--- src/rtl/rr_arb_ctrl.sv ---
// Round-robin arbiter with registered one-hot grant and a rotating priority pointer.
// Optional burst lock (repeat grant to a locked requester) is enabled by defining ARB_LOCK_EN.
module rr_arb_ctrl #(
    parameter int unsigned NUM_REQ  = 8,
    parameter int unsigned MAX_LOCK = 4
) (
    input  logic                       clk,
    input  logic                       rst,
    input  logic                       en_i,
    input  logic [NUM_REQ-1:0]         req_i,
    input  logic                       ack_i,
    input  logic [NUM_REQ-1:0]         lock_i,
    output logic [NUM_REQ-1:0]         gnt_o,
    output logic                       gnt_valid_o,
    output logic [$clog2(NUM_REQ)-1:0] gnt_idx_o,
    output logic [$clog2(NUM_REQ)-1:0] ptr_o
);

    localparam int unsigned IDX_W = $clog2(NUM_REQ);

    typedef enum logic [0:0] {
        IDLE  = 1'b0,
        GRANT = 1'b1
    } state_t;

    state_t             state_q, state_d;
    logic [NUM_REQ-1:0] gnt_q, gnt_d;
    logic               gnt_valid_q, gnt_valid_d;
    logic [IDX_W-1:0]   idx_q, idx_d;
    logic [IDX_W-1:0]   ptr_q, ptr_d;

    logic [IDX_W:0]     pick_open;
    logic [IDX_W:0]     pick_ack;
    logic [IDX_W-1:0]   ptr_next;
    logic [NUM_REQ-1:0] req_masked;

`ifdef ARB_LOCK_EN
    localparam int unsigned LOCK_W = $clog2(MAX_LOCK + 1);
    logic [LOCK_W-1:0]  lock_cnt_q, lock_cnt_d;
    logic               lock_hold;
`else
    logic               unused_lock;
    assign unused_lock = ^lock_i;
`endif

    // Returns {valid, index}: lowest set bit at or above ptr, else lowest set bit overall.
    function automatic logic [IDX_W:0] pick(input logic [NUM_REQ-1:0] req,
                                            input logic [IDX_W-1:0]   ptr);
        logic             hi_v, lo_v;
        logic [IDX_W-1:0] hi_i, lo_i;
        hi_v = 1'b0;
        lo_v = 1'b0;
        hi_i = '0;
        lo_i = '0;
        for (int unsigned i = NUM_REQ; i > 0; i--) begin
            if (req[i-1]) begin
                lo_v = 1'b1;
                lo_i = IDX_W'(i - 1);
                if ((i - 1) >= 32'(ptr)) begin
                    hi_v = 1'b1;
                    hi_i = IDX_W'(i - 1);
                end
            end
        end
        if (hi_v) begin
            return {1'b1, hi_i};
        end
        return {lo_v, lo_i};
    endfunction

    always_comb begin
        ptr_next   = idx_q + 1'b1;
        req_masked = req_i & ~(NUM_REQ'(1) << idx_q);
        pick_open  = pick(req_i, ptr_q);
        pick_ack   = pick(req_masked, ptr_next);
    end

    always_comb begin
        state_d = state_q;
        gnt_d   = gnt_q;
        idx_d   = idx_q;
        ptr_d   = ptr_q;
`ifdef ARB_LOCK_EN
        lock_cnt_d = lock_cnt_q;
        lock_hold  = lock_i[idx_q] && (lock_cnt_q < LOCK_W'(MAX_LOCK - 1));
`endif
        unique case (state_q)
            IDLE: begin
                if (en_i && pick_open[IDX_W]) begin
                    state_d = GRANT;
                    idx_d   = pick_open[IDX_W-1:0];
                    gnt_d   = NUM_REQ'(1) << pick_open[IDX_W-1:0];
                end else begin
                    gnt_d = '0;
                    idx_d = '0;
                end
            end
            GRANT: begin
                if (ack_i) begin
`ifdef ARB_LOCK_EN
                    if (lock_hold) begin
                        lock_cnt_d = lock_cnt_q + 1'b1;
                    end else begin
                        lock_cnt_d = '0;
`else
                    begin
`endif
                        ptr_d = ptr_next;
                        if (en_i && pick_ack[IDX_W]) begin
                            idx_d = pick_ack[IDX_W-1:0];
                            gnt_d = NUM_REQ'(1) << pick_ack[IDX_W-1:0];
                        end else begin
                            state_d = IDLE;
                            idx_d   = '0;
                            gnt_d   = '0;
                        end
                    end
                end else if (!req_i[idx_q]) begin
                    state_d = IDLE;
                    idx_d   = '0;
                    gnt_d   = '0;
`ifdef ARB_LOCK_EN
                    lock_cnt_d = '0;
`endif
                end
            end
            default: begin
                state_d = IDLE;
                idx_d   = '0;
                gnt_d   = '0;
            end
        endcase
        gnt_valid_d = |gnt_d;
    end

    always_ff @(posedge clk or posedge rst) begin
        if (rst) begin
            state_q     <= IDLE;
            gnt_q       <= '0;
            gnt_valid_q <= 1'b0;
            idx_q       <= '0;
            ptr_q       <= '0;
`ifdef ARB_LOCK_EN
            lock_cnt_q  <= '0;
`endif
        end else begin
            state_q     <= state_d;
            gnt_q       <= gnt_d;
            gnt_valid_q <= gnt_valid_d;
            idx_q       <= idx_d;
            ptr_q       <= ptr_d;
`ifdef ARB_LOCK_EN
            lock_cnt_q  <= lock_cnt_d;
`endif
        end
    end

    assign gnt_o       = gnt_q;
    assign gnt_valid_o = gnt_valid_q;
    assign gnt_idx_o   = idx_q;
    assign ptr_o       = ptr_q;

endmodule

--- config.mk ---
export PLATFORM = sky130hd
export DESIGN_NAME = rr_arb_ctrl
export DESIGN_NICKNAME = d
export VERILOG_FILES = /design/src/rtl/rr_arb_ctrl.sv
export SDC_FILE = /design/constraint.sdc
export NUM_CORES = 1
export LEC_CHECK = 0
export BUFFER_PORTS_ARGS = -buffer_cell sky130_fd_sc_hd__buf_4
export CORE_AREA = 4 4 81 64
export CTS_BUF_LIST = sky130_fd_sc_hd__clkbuf_16
export DETAILED_ROUTE_END_ITERATION = 6
export DIE_AREA = 0 0 85 68
export PLACE_DENSITY = 0.63
export SLEW_MARGIN = 20
export SYNTH_ARGS = -nofsm -noshare
export SYNTH_HDL_FRONTEND = slang
export SYNTH_SLANG_ARGS = --single-unit
export TNS_END_PERCENT = 50
--- constraint.sdc ---
create_clock -name clk -period 6.9 [get_ports clk]
set_clock_uncertainty 0.2 [all_clocks]
set_input_delay 1.38 -clock clk [delete_from_list [all_inputs] [get_ports clk]]
set_output_delay 1.38 -clock clk [all_outputs]
set_load 0.03 [all_outputs]
Word level (Yosys, flattened, before mapping)

Cells that the tools add are included.
Widths: inputs -> output; s select.

Flip-flop bits (word level): 16
Output and inout bits: 15
Input port bits: 20
Logic and storage cells: 143

Multiplexer cells: 111
Reduce and logical (&&, ||, !) cells: 4
Add/sub/neg operators: 1
Order comparisons: 15
Bitwise gates (word level): 3
Shifts and indexed selects: 3
Equality and inequality tests: 1

Operators by type and width:

| operator            | count |
|---|---|
| $mux 3              | 48 |
| $mux 1              | 51 |
| $mux 8              | 4 |
| $shl 1x3->8 const A | 3 |
| $ge 3x3->1 const A  | 6 |
| $mux 4              | 4 |
| $pmux 8 s2          | 1 |
| $ge 1x3->1 const A  | 4 |
| $ge 2x3->1 const A  | 4 |
| $and 8x8->8         | 1 |
| $not 8->8           | 1 |
| $reduce_or 8->1     | 1 |
| $pmux 3 s2          | 1 |
| $lt 3x4->1 const B  | 1 |
| $add 3x1->3 const B | 1 |
| $bmux 1 s3          | 1 |
| $ne 3x3->1 const B  | 1 |
| $logic_and 1x1->1   | 2 |
| $pmux 1 s2          | 1 |
| $reduce_and 2->1    | 1 |
| $not 1->1           | 1 |

Depth between registers and ports, before layout

Gate-level depths: netlist of the first run.

Depth in word-level cells: 25
Depth in mapped cells: 9
Gate-level depth less buffers: 8

Worst setup path after synthesis of the first run

OpenSTA, ideal clock, no wires.

Path kind: in2reg
Start: input req_i[5]
End: register state_q
Slack: 3.603 ns
Setup time: 0.139 ns
Data required time: 6.561 ns
Arrival time: 2.958 ns
Stages: 6
Buffers on the path: 1
Cells stage by stage: buf_2 nor2_2 o221ai_1 o41ai_4 inv_1 or4_1

Word-level cells in the longest chain between the ends: 18
Elaborated cells on any way between the ends: 48
Classes of those cells: 45 x mux; 1 x bitwise; 2 x reduce/logical

RTL lines:

| item                 | line | source |
|---|---|---|
| from (decl)          | 10   | `input logic [NUM_REQ-1:0] req_i,` |
| $and 8x8->8          | 73   | `req_masked = req_i & ~(NUM_REQ'(1) << idx_q);` |
| $mux 1               | 56   | `if (req[i-1]) begin` |
| $mux 1               | 59   | `if ((i - 1) >= 32'(ptr)) begin` |
| $mux 1               | 56   |  |
| $mux 1               | 59   |  |
| $mux 1               | 56   |  |
| $mux 1               | 59   |  |
| $mux 1               | 56   |  |
| (+3 left out)        | n/a  |  |
| $mux 1               | 56   |  |
| $mux 1               | 65   | `if (hi_v) begin` |
| $mux 4               | 68   | `return {lo_v, lo_i};` |
| $logic_and 1x1->1    | 109  | `if (en_i && pick_ack[IDX_W]) begin` |
| $mux 1               | 109  |  |
| $mux 1               | 99   | `if (ack_i) begin` |
| $pmux 1 s2 *         | 87   | `unique case (state_q)` |
| net state_d          | 26   | `state_t state_q, state_d;` |
| to (signal assigned) | 147  | `state_q <= state_d;` |
| to (decl)            | 26   |  |

The timed path passes the listed nets; every way through them passes the cells marked *. The select of a mux whose other input is x is not followed.
A chain may end at the register's enable or synchronous reset.

Worst setup path after layout of the first run

Start: input req_i[4]
End: register gnt_q[7], in the netlist gnt_o[7]

Word-level cells in the longest chain between the ends: 16
Elaborated cells on any way between the ends: 74
Classes of those cells: 2 x shift; 69 x mux; 1 x bitwise; 2 x reduce/logical

RTL lines:

| item                                             | line     | source |
|---|---|---|
| $and 8x8->8                                      | 73       |  |
| $mux 3 or $mux 1 (tied branches)                 | 56       |  |
| $mux 3 or $mux 1 (tied branches)                 | 59       |  |
| $mux 3 or $mux 1 (tied branches)                 | 56       |  |
| $mux 3 or $mux 1 (tied branches)                 | 59       |  |
| $mux 3 or $mux 1 (tied branches)                 | 56       |  |
| $mux 3 or $mux 1 (tied branches)                 | 59       |  |
| $mux 3 or $mux 1 (tied branches)                 | 56       |  |
| $mux 3 or $mux 1 (tied branches)                 | 59       |  |
| $mux 3 or $mux 1 (tied branches)                 | 56       |  |
| $mux 4 or $mux 1 (tied branches)                 | 65       |  |
| $mux 4                                           | 68       |  |
| $shl 1x3->8 or $logic_and 1x1->1 (tied branches) | 111, 109 |  |
| $mux 8                                           | 109      |  |
| $mux 8                                           | 99       |  |
| $pmux 8 s2 *                                     | 87       |  |
| net gnt_d[7]                                     | 27       | `logic [NUM_REQ-1:0] gnt_q, gnt_d;` |
| to (signal assigned)                             | 148      | `gnt_q <= gnt_d;` |
| to (decl)                                        | 27       |  |

Marked as above.

==> impl_results.md, run 1 <==
* Fin crit period at between 3 and 4 ns
* Startpoint types: input pin
* CTS buffer count at 3
* Worst-Margin Slew at between 0.7 and 0.8 ns
* Die Area at roughly 5800 µm²
* DRT iter0 DRCs at 140
* Final GP Congestion at between 0.8 and 0.9
* Post-synth cell types at 59
* Routed wire length at a little under 5000 µm
* Top_reg_cell synth: dfrtp_1
* Post-DR vias/cell at just over 6
* Fillcell total at 436
* ANT nets after route at 0
* WP data required at 6.78 ns
* Port Buf Inserts at 26
* Commonest non-fill, non-tap cell in the layout: buf_4
* ANT cells at 0
* Clock latency on the worst-skew pair at between 0.2 and 0.25 ns
* DP Wirelength at 3700 µm
* # Post-CTS Setup Buffers at 0
* Synth area leader: dfrtp_1
* 1st-pass router iterations at 4
* Layout Nets at 255
* Yosys synthesis warning count at 0
* Design Power at between 800 and 900 µW
* Post-Layout Cell Count at about 280
* Crit. Startpoint: req_i[4]
* Initial Util at 0.391
* Most frequent cells in the layout: buf_4 (27), nand2_1 (23), dfrtp_1 (16)
* Clock transition at path regs at roughly 0.050 ns
* Slowest cell on crit path: nor3_1
* I/O pins at 35
* Largest net degree at the start of global routing at 17
* Period utilization at 0.498
* TNS Setup at 0 ns
* Area growth from synthesis to layout at 16.9%
* CTS tree: done
* Avg WL per Cell at about 17 µm
* Die Y at roughly 70 µm
* Post-synth EDFFs at 0
* Async set-reset flop share out of synthesis at 1.00
* Global Route Usage Sum at 0.171
* Cells after Synth at approximately 210
* Row Count at 21
* Largest fanout on the critical path at 9
* Clk buf depth at 2
* Storage element area at around 400 µm²
* Clock sink total at 16
* Yosys reg bits at 16
* Count of final setup violators at 0
* Initial antenna violation count at 0
* Data arrival, critical path at 3.31 ns
* Slowest Stage Delay on Critical Path at slightly above 0.6 ns
* Core footprint at between 4000 and 5000 µm²
* Hold_buf cts at 0
* Outcome: completed
* Static leakage at roughly 0.87 nW
* Syn nets at approximately 240
* DR vias at about 1,700
* Layout cells sized above 1 at 0.189
* H-Tree Depth at 1
* Worst reg2reg startpoint: gnt_idx_o[0]
* Remaining global-route overflow at 0
* Area of the multi-input gates at roughly 1200 µm²
* Cts repair resizes at 0
* Power Density at ~430 nW/µm²
* Hold path startpoint: gnt_o[2]
* Peak Freq at ~290 MHz
* Synth Cell Area at about 1700 µm²
* Worst path cell trace: buf_4, a21boi_0, a21oi_1, a211oi_2, nor4_1, nor3_1, o221ai_1
* Crit Path Category: input pin to flop
* Hold Vio Cnt, Final at 0
* First-pass GRT wire length at 7870 µm
* Vias in the first global route at 1,522
* Worst Setup End Kind: flop
* Hold WS at roughly 0.33 ns
* Worst slew margin at 0.525
* CTS root buf: clkbuf_16
* Synth top area cells: dfrtp_1 (23%), o221ai_1 (5.6%), nand2b_1 (5.5%)
* Dpl cells at 280
* IR drop worst, VDD at ~0.23 mV
* Die width at between 80 and 90 µm
* Hold Path Class: flop to flop
* Max Slew Vio Count at 0
* Top cell type's share of synthesized area at 0.233
* Total of max-cap violations at 0
* RSZ-0062 raised after global routing: false
* Post-synthesis sequential area ratio at 0.233
* Avg Cell Area, Syn at 8.25 µm²
* DRC errors left at 0
[area by class of cell]
cell class,instances,share of cell area
repair buffers,27,0.101
multi-input cells,169,0.604
clock buffers,3,0.0374
well taps,57,0.0356
inverters,11,0.0206
flip-flops and latches,16,0.200
clock inverters,1,0.00187
[routing by layer]
metal  track usage  part of all wire  vias up
met1         0.271              0.50      850
met4        0.0296            0.0027        0
met2         0.240              0.42       60
met5             0                 0        -
li1              -                 -      833
met3        0.0277             0.075        4
[cell families after synthesis]
family	after synthesis	share of synthesized area
multiplexers	4	0.0430
AND/OR/NAND/NOR	82	0.260
AO/OA/AOI/OAI	76	0.352
flip-flops	16	0.233
buffers and inverters	23	0.0605
adder cells (fa/ha/maj)	7	0.0511
[cells in the mapped netlist (3+ instances only)]
library cell   n
a21boi_0       5
inv_1         11
nor4_1         4
nor2b_1        3
nand2b_1      15
o21ai_0       12
nor2_1        10
a211o_1        3
o21bai_1       3
a221oi_1       4
a21oi_1        9
dfrtp_1       16
clkbuf_1       3
a21bo_2        3
nand3_1        4
o221ai_1      11
buf_2          8
nand2_1       23
ha_1           7
nor3_1         7
[critical path, delay by kind of cell]
kind	cells	cell delay, ns
and+or+nand+nor	2	0.72
AOI/OAI and AO/OA	4	1.05
buffers and inverters	1	0.15
[power by group]
part	internal [mW]	switching [mW]
clock network	0.0768	0.0356
logic	0.215	0.332
registers	0.130	0.0634
[per-stage QoR]
stage | utilization | area [µm²] | setup WS [ns]
after floorplan | - | 1720 | 3.60
after global placement | 0.439 | 1930 | 3.20
after detailed placement | 0.439 | 1930 | 3.27
after CTS | 0.457 | 2010 | 3.52
after global routing | 0.457 | 2010 | 3.28
final | 0.457 | 2010 | 3.47
[path summary, 6_finish.rpt]
| kind | endpoint | slack, ns | depth (start not counted) |
|---|---|---|---|
| setup / recovery | gnt_o[7] | 3.47 | 7 |
| hold / removal | gnt_o[2] | 0.33 | 2 |
| setup reg to reg | gnt_o[7] | 3.55 | 8 |
| hold reg to reg | gnt_o[2] | 0.33 | 2 |
| max in group asynchronous | gnt_o[0] | 5.10 | 2 |
| min in group asynchronous | gnt_o[4] | 1.01 | 2 |
[sequential cells by signal (all words and copies together) (netlist names)]
register,flops
ptr_o,3
state_q,1
gnt_valid_o,1
gnt_o,8
gnt_idx_o,3
(Power assumes the default switching activity.)
==> run 2: changes to the inputs <==
- clock period: 6.9 -> 3.2 ns (I/O delays scaled with it)
==> run 2 against run 1 <==
- setup slack got worse by 3.2 ns
- clock-buffer cell count unchanged
- clock power increased by 110%
- wire length increased by 1.2%
- critical path type is now flop to flop
- critical endpoint is now gnt_o[3]
- highest routed layer unchanged
==> impl_results.md, run 2 (synthesis gave the netlist of run 1 again) <==
* Outcome: completed (unchanged)
* Power Density at 927 nW/µm² (was 425 nW/µm²)
* Period utilization at 0.916
* # Post-CTS Setup Buffers at 0 (unchanged)
* Slowest Stage Delay on Critical Path at 0.44 ns (was 0.61 ns)
* Peak Freq at ~340 MHz
* Largest net degree at the start of global routing at 17 (unchanged)
* First-pass GRT wire length at 8180 µm (was 7870 µm)
* Max Slew Vio Count at 0 (unchanged)
* Clock transition at path regs at 0.05 ns (about the same)
* Vias in the first global route at 1,639 (was 1,522)
* Area growth from synthesis to layout at 20.6% (was 16.9%)
* Clock sink total at 16 (unchanged)
* Worst-Margin Slew at 0.618 ns (was 0.706 ns)
* Avg WL per Cell at 17.1 µm (was 17.3 µm)
* H-Tree Depth at 1 (unchanged)
* DRC errors left at 0 (unchanged)
* Top Family by Delay on Critical Path: simple AND/OR/NAND/NOR gates (was compound AO/OA/AOI/OAI gates)
* Final GP Congestion at 0.845 (was 0.831)
* WP data required at 3.15 ns (was 6.78 ns)
* DR vias at 1,708 (was 1,747)
* RSZ-0062 raised after global routing: false (unchanged)
* DP Wirelength at 3870 µm (was 3700 µm)
* I/O pins at 35 (unchanged)
* Port Buf Inserts at 26 (unchanged)
* Core footprint at 4390 µm² (unchanged)
* Worst Setup End Kind: flop (unchanged)
* Flip-flop count of the largest register after layout at 8 (unchanged)
* Placed inst area at 1990 µm² (was 1930 µm²)
* IR drop worst, VDD at 0.453 mV (was 0.226 mV)
* Commonest non-fill, non-tap cell in the layout: buf_4 (unchanged)
* Layout Nets at 263 (was 255)
* Slowest cell on crit path: dfrtp_1 (was nor3_1)
* Worst slew margin at 0.588 (was 0.525)
* Worst path buffer plus inverter count at 0 (was 1)
* Clk buf depth at 2 (unchanged)
* Remaining global-route overflow at 0 (unchanged)
* Most frequent cells in the layout: buf_4 (35), nand2_1 (23), dfrtp_1 (16) (was buf_4 (27), nand2_1 (23), dfrtp_1 (16))
* 1st-pass router iterations at 4 (unchanged)
* Row Count at 21 (unchanged)
* Initial Util at 0.391 (unchanged)
* CTS buffer count at 3 (unchanged)
* Hold Path Class: input pin to asynchronous set/reset pin (was flop to flop)
* DRT iter0 DRCs at 82 (was 140)
* Hold Vio Cnt, Final at 0 (unchanged)
* Largest fanout on the critical path at 6 (was 9)
* Crit Path Category: flop to flop (was input pin to flop)
* Initial antenna violation count at 0 (unchanged)
* Count of final setup violators at 0 (unchanged)
* TNS Setup at 0 ns (unchanged)
* ANT nets after route at 0 (unchanged)
* Global Route Usage Sum at 0.179 (was 0.171)
* Util after Layout at 0.471 (was 0.457)
* Data arrival, critical path at 2.88 ns (was 3.31 ns)
* Static leakage at 0.911 nW (was 0.871 nW)
* Total of max-cap violations at 0 (unchanged)
* Die Area at 5780 µm² (unchanged)
* Layout cells sized above 1 at 0.222 (was 0.189)
* CTS root buf: clkbuf_16 (unchanged)
* Post-DR vias/cell at 5.87 (was 6.15)
* ANT cells at 0 (unchanged)
* Fillcell total at 438 (was 436)
* Die width at 85 µm (unchanged)
* Most used cell, CP: ha_1
* Final non-filler cell area at 2070 µm² (was 2010 µm²)
* Startpoint types: flop (was input pin)
* Hold_buf cts at 0 (unchanged)
* CTS tree: done (unchanged)
* Worst path cell trace: ha_1, ha_1, nor4b_2, o21a_1, nand2_1, o32ai_1, or3b_1, o221ai_1 (was buf_4, a21boi_0, a21oi_1, a211oi_2, nor4_1, nor3_1, o221ai_1)
* Clock latency on the worst-skew pair at 0.24 ns (about the same)
* Fin crit period at 2.93 ns
* Routed wire length at 4960 µm (was 4900 µm)
* Die Y at 68 µm (unchanged)
run 2: changes by cell type in the layout (fill, tap and decap cells not counted), sizes merged:
cell | previous run | this run
clkinv | 1 | 0
buf | 27 | 35
run 2: what timing repair did:
item,CTS,global route
setup endpoints to repair,0,2
hold endpoints to repair,0,0
resized for setup,0,1
run 2: area by class of cell:
class	count	area, µm²	area share
clock buffer	3	75.1	0.0363
timing repair buffer	35	263	0.127
multi-input combinational	169	1220	0.589
tap	57	71.3	0.0345
sequential	16	400	0.194
inverter	11	41.3	0.0200
run 2: final timing paths:
path                               from        to  slack, ns  depth (start not counted)
setup / recovery           gnt_idx_o[0]  gnt_o[3]       0.27                          8
hold / removal                      rst  ptr_o[1]       0.28                          2
setup reg to reg           gnt_idx_o[0]  gnt_o[3]       0.27                          8
hold reg to reg                gnt_o[4]  gnt_o[4]       0.32                          2
max in group asynchronous           rst  gnt_o[1]       2.12                          2
min in group clk               gnt_o[4]  gnt_o[4]       0.32                          2
run 2: layer usage:
metal	global-route usage	vias to the layer above	routed length, µm
li1	-	856	-
met1	0.265	802	2580
met2	0.277	43	2080
met3	0.0241	7	262
met4	0.0375	0	42
met5	0	-	0
run 2: through the flow:
| stage | power (mW) | std cells | hold WS [ns] | worst slack (ns) |
|---|---|---|---|---|
| 2_1_floorplan | 1.25 | 208 | 0.354 | 0.285 |
| 6_report | 1.92 | 291 | 0.275 | 0.270 |
| 4_1_cts | 1.91 | 291 | 0.299 | 0.211 |
| 5_1_grt | 2.07 | 291 | 0.334 | 0.0909 |
| 3_3_place_gp | 1.66 | 288 | 0.316 | 0.228 |
| 3_5_place_dp | 1.67 | 288 | 0.310 | 0.213 |
run 2: power by group:
part	leakage (nW)	total [mW]	internal (mW)	switching (mW)
combinational	0.666	1.30	0.536	0.762
sequential	0.208	0.380	0.281	0.0995
clock	0.0370	0.238	0.164	0.0738
==> run 3: changes to the inputs <==
- clock period: 3.2 -> 3.4 ns (I/O delays scaled with it)
==> run 3 against run 2 <==
- via count rose by 0.12%
- worst hold slack gained 0.036 ns
- fmax decreased by 3.7%
- die area unchanged
- combinational power shrank 8%
- sequential power decreased by 5%
- cell count fell by 0.34%
- setup slack improved by 0.089 ns
- clock power decreased by 3%
- non-clock buffer count is 2 lower
- wire length increased by 0.56%
- first-iteration DRC count grew 38%
==> impl_results.md, run 3 (synthesis gave the netlist of run 1 again) <==
* Util after Layout at 0.467 (was 0.471)
* IR drop worst, VDD at 0.388 mV (was 0.453 mV)
* Met1 Usage GRT at 0.258 (was 0.265)
* Final GP Congestion at 0.815 (was 0.845)
* Layout cells sized above 1 at 0.210 (was 0.222)
* Most used cell, CP: ha_1 (unchanged)
* Worst slew margin at 0.591 (was 0.588)
* Largest net degree at the start of global routing at 17 (unchanged)
* Startpoint types: flop (unchanged)
* Port Buf Inserts at 26 (unchanged)
* Die Y at 68 µm (unchanged)
* Slowest Stage Delay on Critical Path at 0.47 ns (was 0.44 ns)
* Top Usage Layer GRT: met2 (unchanged)
* Top Family by Delay on Critical Path: compound AO/OA/AOI/OAI gates (was simple AND/OR/NAND/NOR gates)
* GR Util met3 at 0.0277 (was 0.0241)
* Area growth from synthesis to layout at 19.5% (was 20.6%)
* Initial antenna violation count at 0 (unchanged)
* Fin crit period at 3.04 ns (was 2.93 ns)
* M2 GR Usage at 0.275 (was 0.277)
* Final worst slack at 0.358 ns (was 0.270 ns)
* Clock latency on the worst-skew pair at 0.25 ns (was 0.24 ns)
* CTS root buf: clkbuf_16 (unchanged)
* Avg WL per Cell at 17.2 µm (was 17.1 µm)
* Die Area at 5780 µm² (unchanged)
* Worst path cell trace: ha_1, ha_1, buf_4, or2b_1, a21oi_1, a211oi_2, o32ai_1, or3b_1, o221ai_1 (was ha_1, ha_1, nor4b_2, o21a_1, nand2_1, o32ai_1, or3b_1, o221ai_1)
* Worst reg2reg startpoint: gnt_idx_o[0] (unchanged)
* Total of max-cap violations at 0 (unchanged)
* H-Tree Depth at 1 (unchanged)
* Vias in the first global route at 1,616 (was 1,639)
* Flip-flop count of the largest register after layout at 8 (unchanged)
* Period utilization at 0.895 (was 0.916)
* Global Route Usage Sum at 0.179 (about the same)
* Fillcell total at 423 (was 438)
* Clock transition at path regs at 0.05 ns (about the same)
* Static leakage at 0.901 nW (was 0.911 nW)
* Die width at 85 µm (unchanged)
* Largest fanout on the critical path at 11 (was 6)
* DR vias at 1,710 (was 1,708)
* ANT cells at 0 (unchanged)
* Routed wire length at 4990 µm (was 4960 µm)
* Remaining global-route overflow at 0 (unchanged)
* Clock sink total at 16 (unchanged)
* Post-DR vias/cell at 5.90 (was 5.87)
* I/O pins at 35 (unchanged)
* Most frequent cells in the layout: buf_4 (33), nand2_1 (23), dfrtp_1 (16) (was buf_4 (35), nand2_1 (23), dfrtp_1 (16))
* Layout Nets at 261 (was 263)
* Cts repair resizes at 0 (unchanged)
* Clk buf depth at 2 (unchanged)
* Power Density at 875 nW/µm² (was 927 nW/µm²)
* WP data required at 3.36 ns (was 3.15 ns)
* Outcome: completed (unchanged)
* DP Wirelength at 3840 µm (was 3870 µm)
* Data arrival, critical path at 3.00 ns (was 2.88 ns)
* CTS buffer count at 3 (unchanged)
* Hold Vio Cnt, Final at 0 (unchanged)
* Worst Setup End Kind: flop (unchanged)
* Count of final setup violators at 0 (unchanged)
* Max Slew Vio Count at 0 (unchanged)
* Core footprint at 4390 µm² (unchanged)
* Peak Freq at 329 MHz (was 341 MHz)
* 1st-pass router iterations at 4 (unchanged)
* Crit Path Category: flop to flop (unchanged)
* DRC errors left at 0 (unchanged)
* ANT nets after route at 0 (unchanged)
* TNS Setup at 0 ns (unchanged)
* Hold Path Class: input pin to asynchronous set/reset pin (unchanged)
* # Post-CTS Setup Buffers at 0 (unchanged)
* Slowest cell on crit path: dfrtp_1 (unchanged)
* Row Count at 21 (unchanged)
* First-pass GRT wire length at 8180 µm (about the same)
* DRT iter0 DRCs at 113 (was 82)
* Initial Util at 0.391 (unchanged)
* Worst-Margin Slew at 0.613 ns (was 0.618 ns)
* RSZ-0062 raised after global routing: false (unchanged)
* CTS tree: done (unchanged)
* Placement Setup Slack at 0.376 ns (was 0.213 ns)
* Crit. Startpoint: gnt_idx_o[0] (unchanged)
* Worst path buffer plus inverter count at 1 (was 0)
* Design Power at 1.79 mW (was 1.92 mW)
* Hold_buf cts at 0 (unchanged)
* Commonest non-fill, non-tap cell in the layout: buf_4 (unchanged)
run 3: cell types whose count changed in the layout (fill, tap and decap cells not counted):
| cell | delta |
|---|---|
| nor4b_2 | -1 |
| clkinv_1 | +1 |
| nor4b_1 | +1 |
| buf_4 | -2 |
run 3: per-stage QoR:
stage,instances,hold WS [ns],instance area [µm²]
global placement,286,0.314,1970
CTS,290,0.330,2050
global route,290,0.352,2050
floorplan,208,0.394,1720
finish,290,0.312,2050
detailed placement,286,0.309,1970
run 3: layout make-up:
cell class | instances | area, µm² | share of cell area
multi-input cells | 169 | 1210 | 0.591
clock buffers | 3 | 75.1 | 0.0366
clock inverters | 1 | 3.75 | 0.00183
well taps | 57 | 71.3 | 0.0348
inverters | 11 | 41.3 | 0.0201
flip-flops and latches | 16 | 400 | 0.195
repair buffers | 33 | 248 | 0.121
run 3: path summary, 6_finish.rpt:
kind / to / slack, ns / cells past startpoint
hold reg to reg: gnt_o[3] / 0.33 / 2
min in group clk: gnt_o[3] / 0.33 / 2
max in group asynchronous: gnt_idx_o[1] / 2.29 / 2
setup / recovery: gnt_o[3] / 0.36 / 9
hold / removal: gnt_o[4] / 0.31 / 2
setup reg to reg: gnt_o[3] / 0.36 / 9
run 3: power by group:
group	total, mW	switching (mW)	internal, mW
combinational	1.20	0.716	0.487
clock	0.230	0.0735	0.156
sequential	0.361	0.0967	0.264
run 3: metal layers:
metal  wire, µm  share of wire
met1       2490           0.50
met5          0              0
met2       2090           0.42
met4         69          0.014
met3        338          0.068
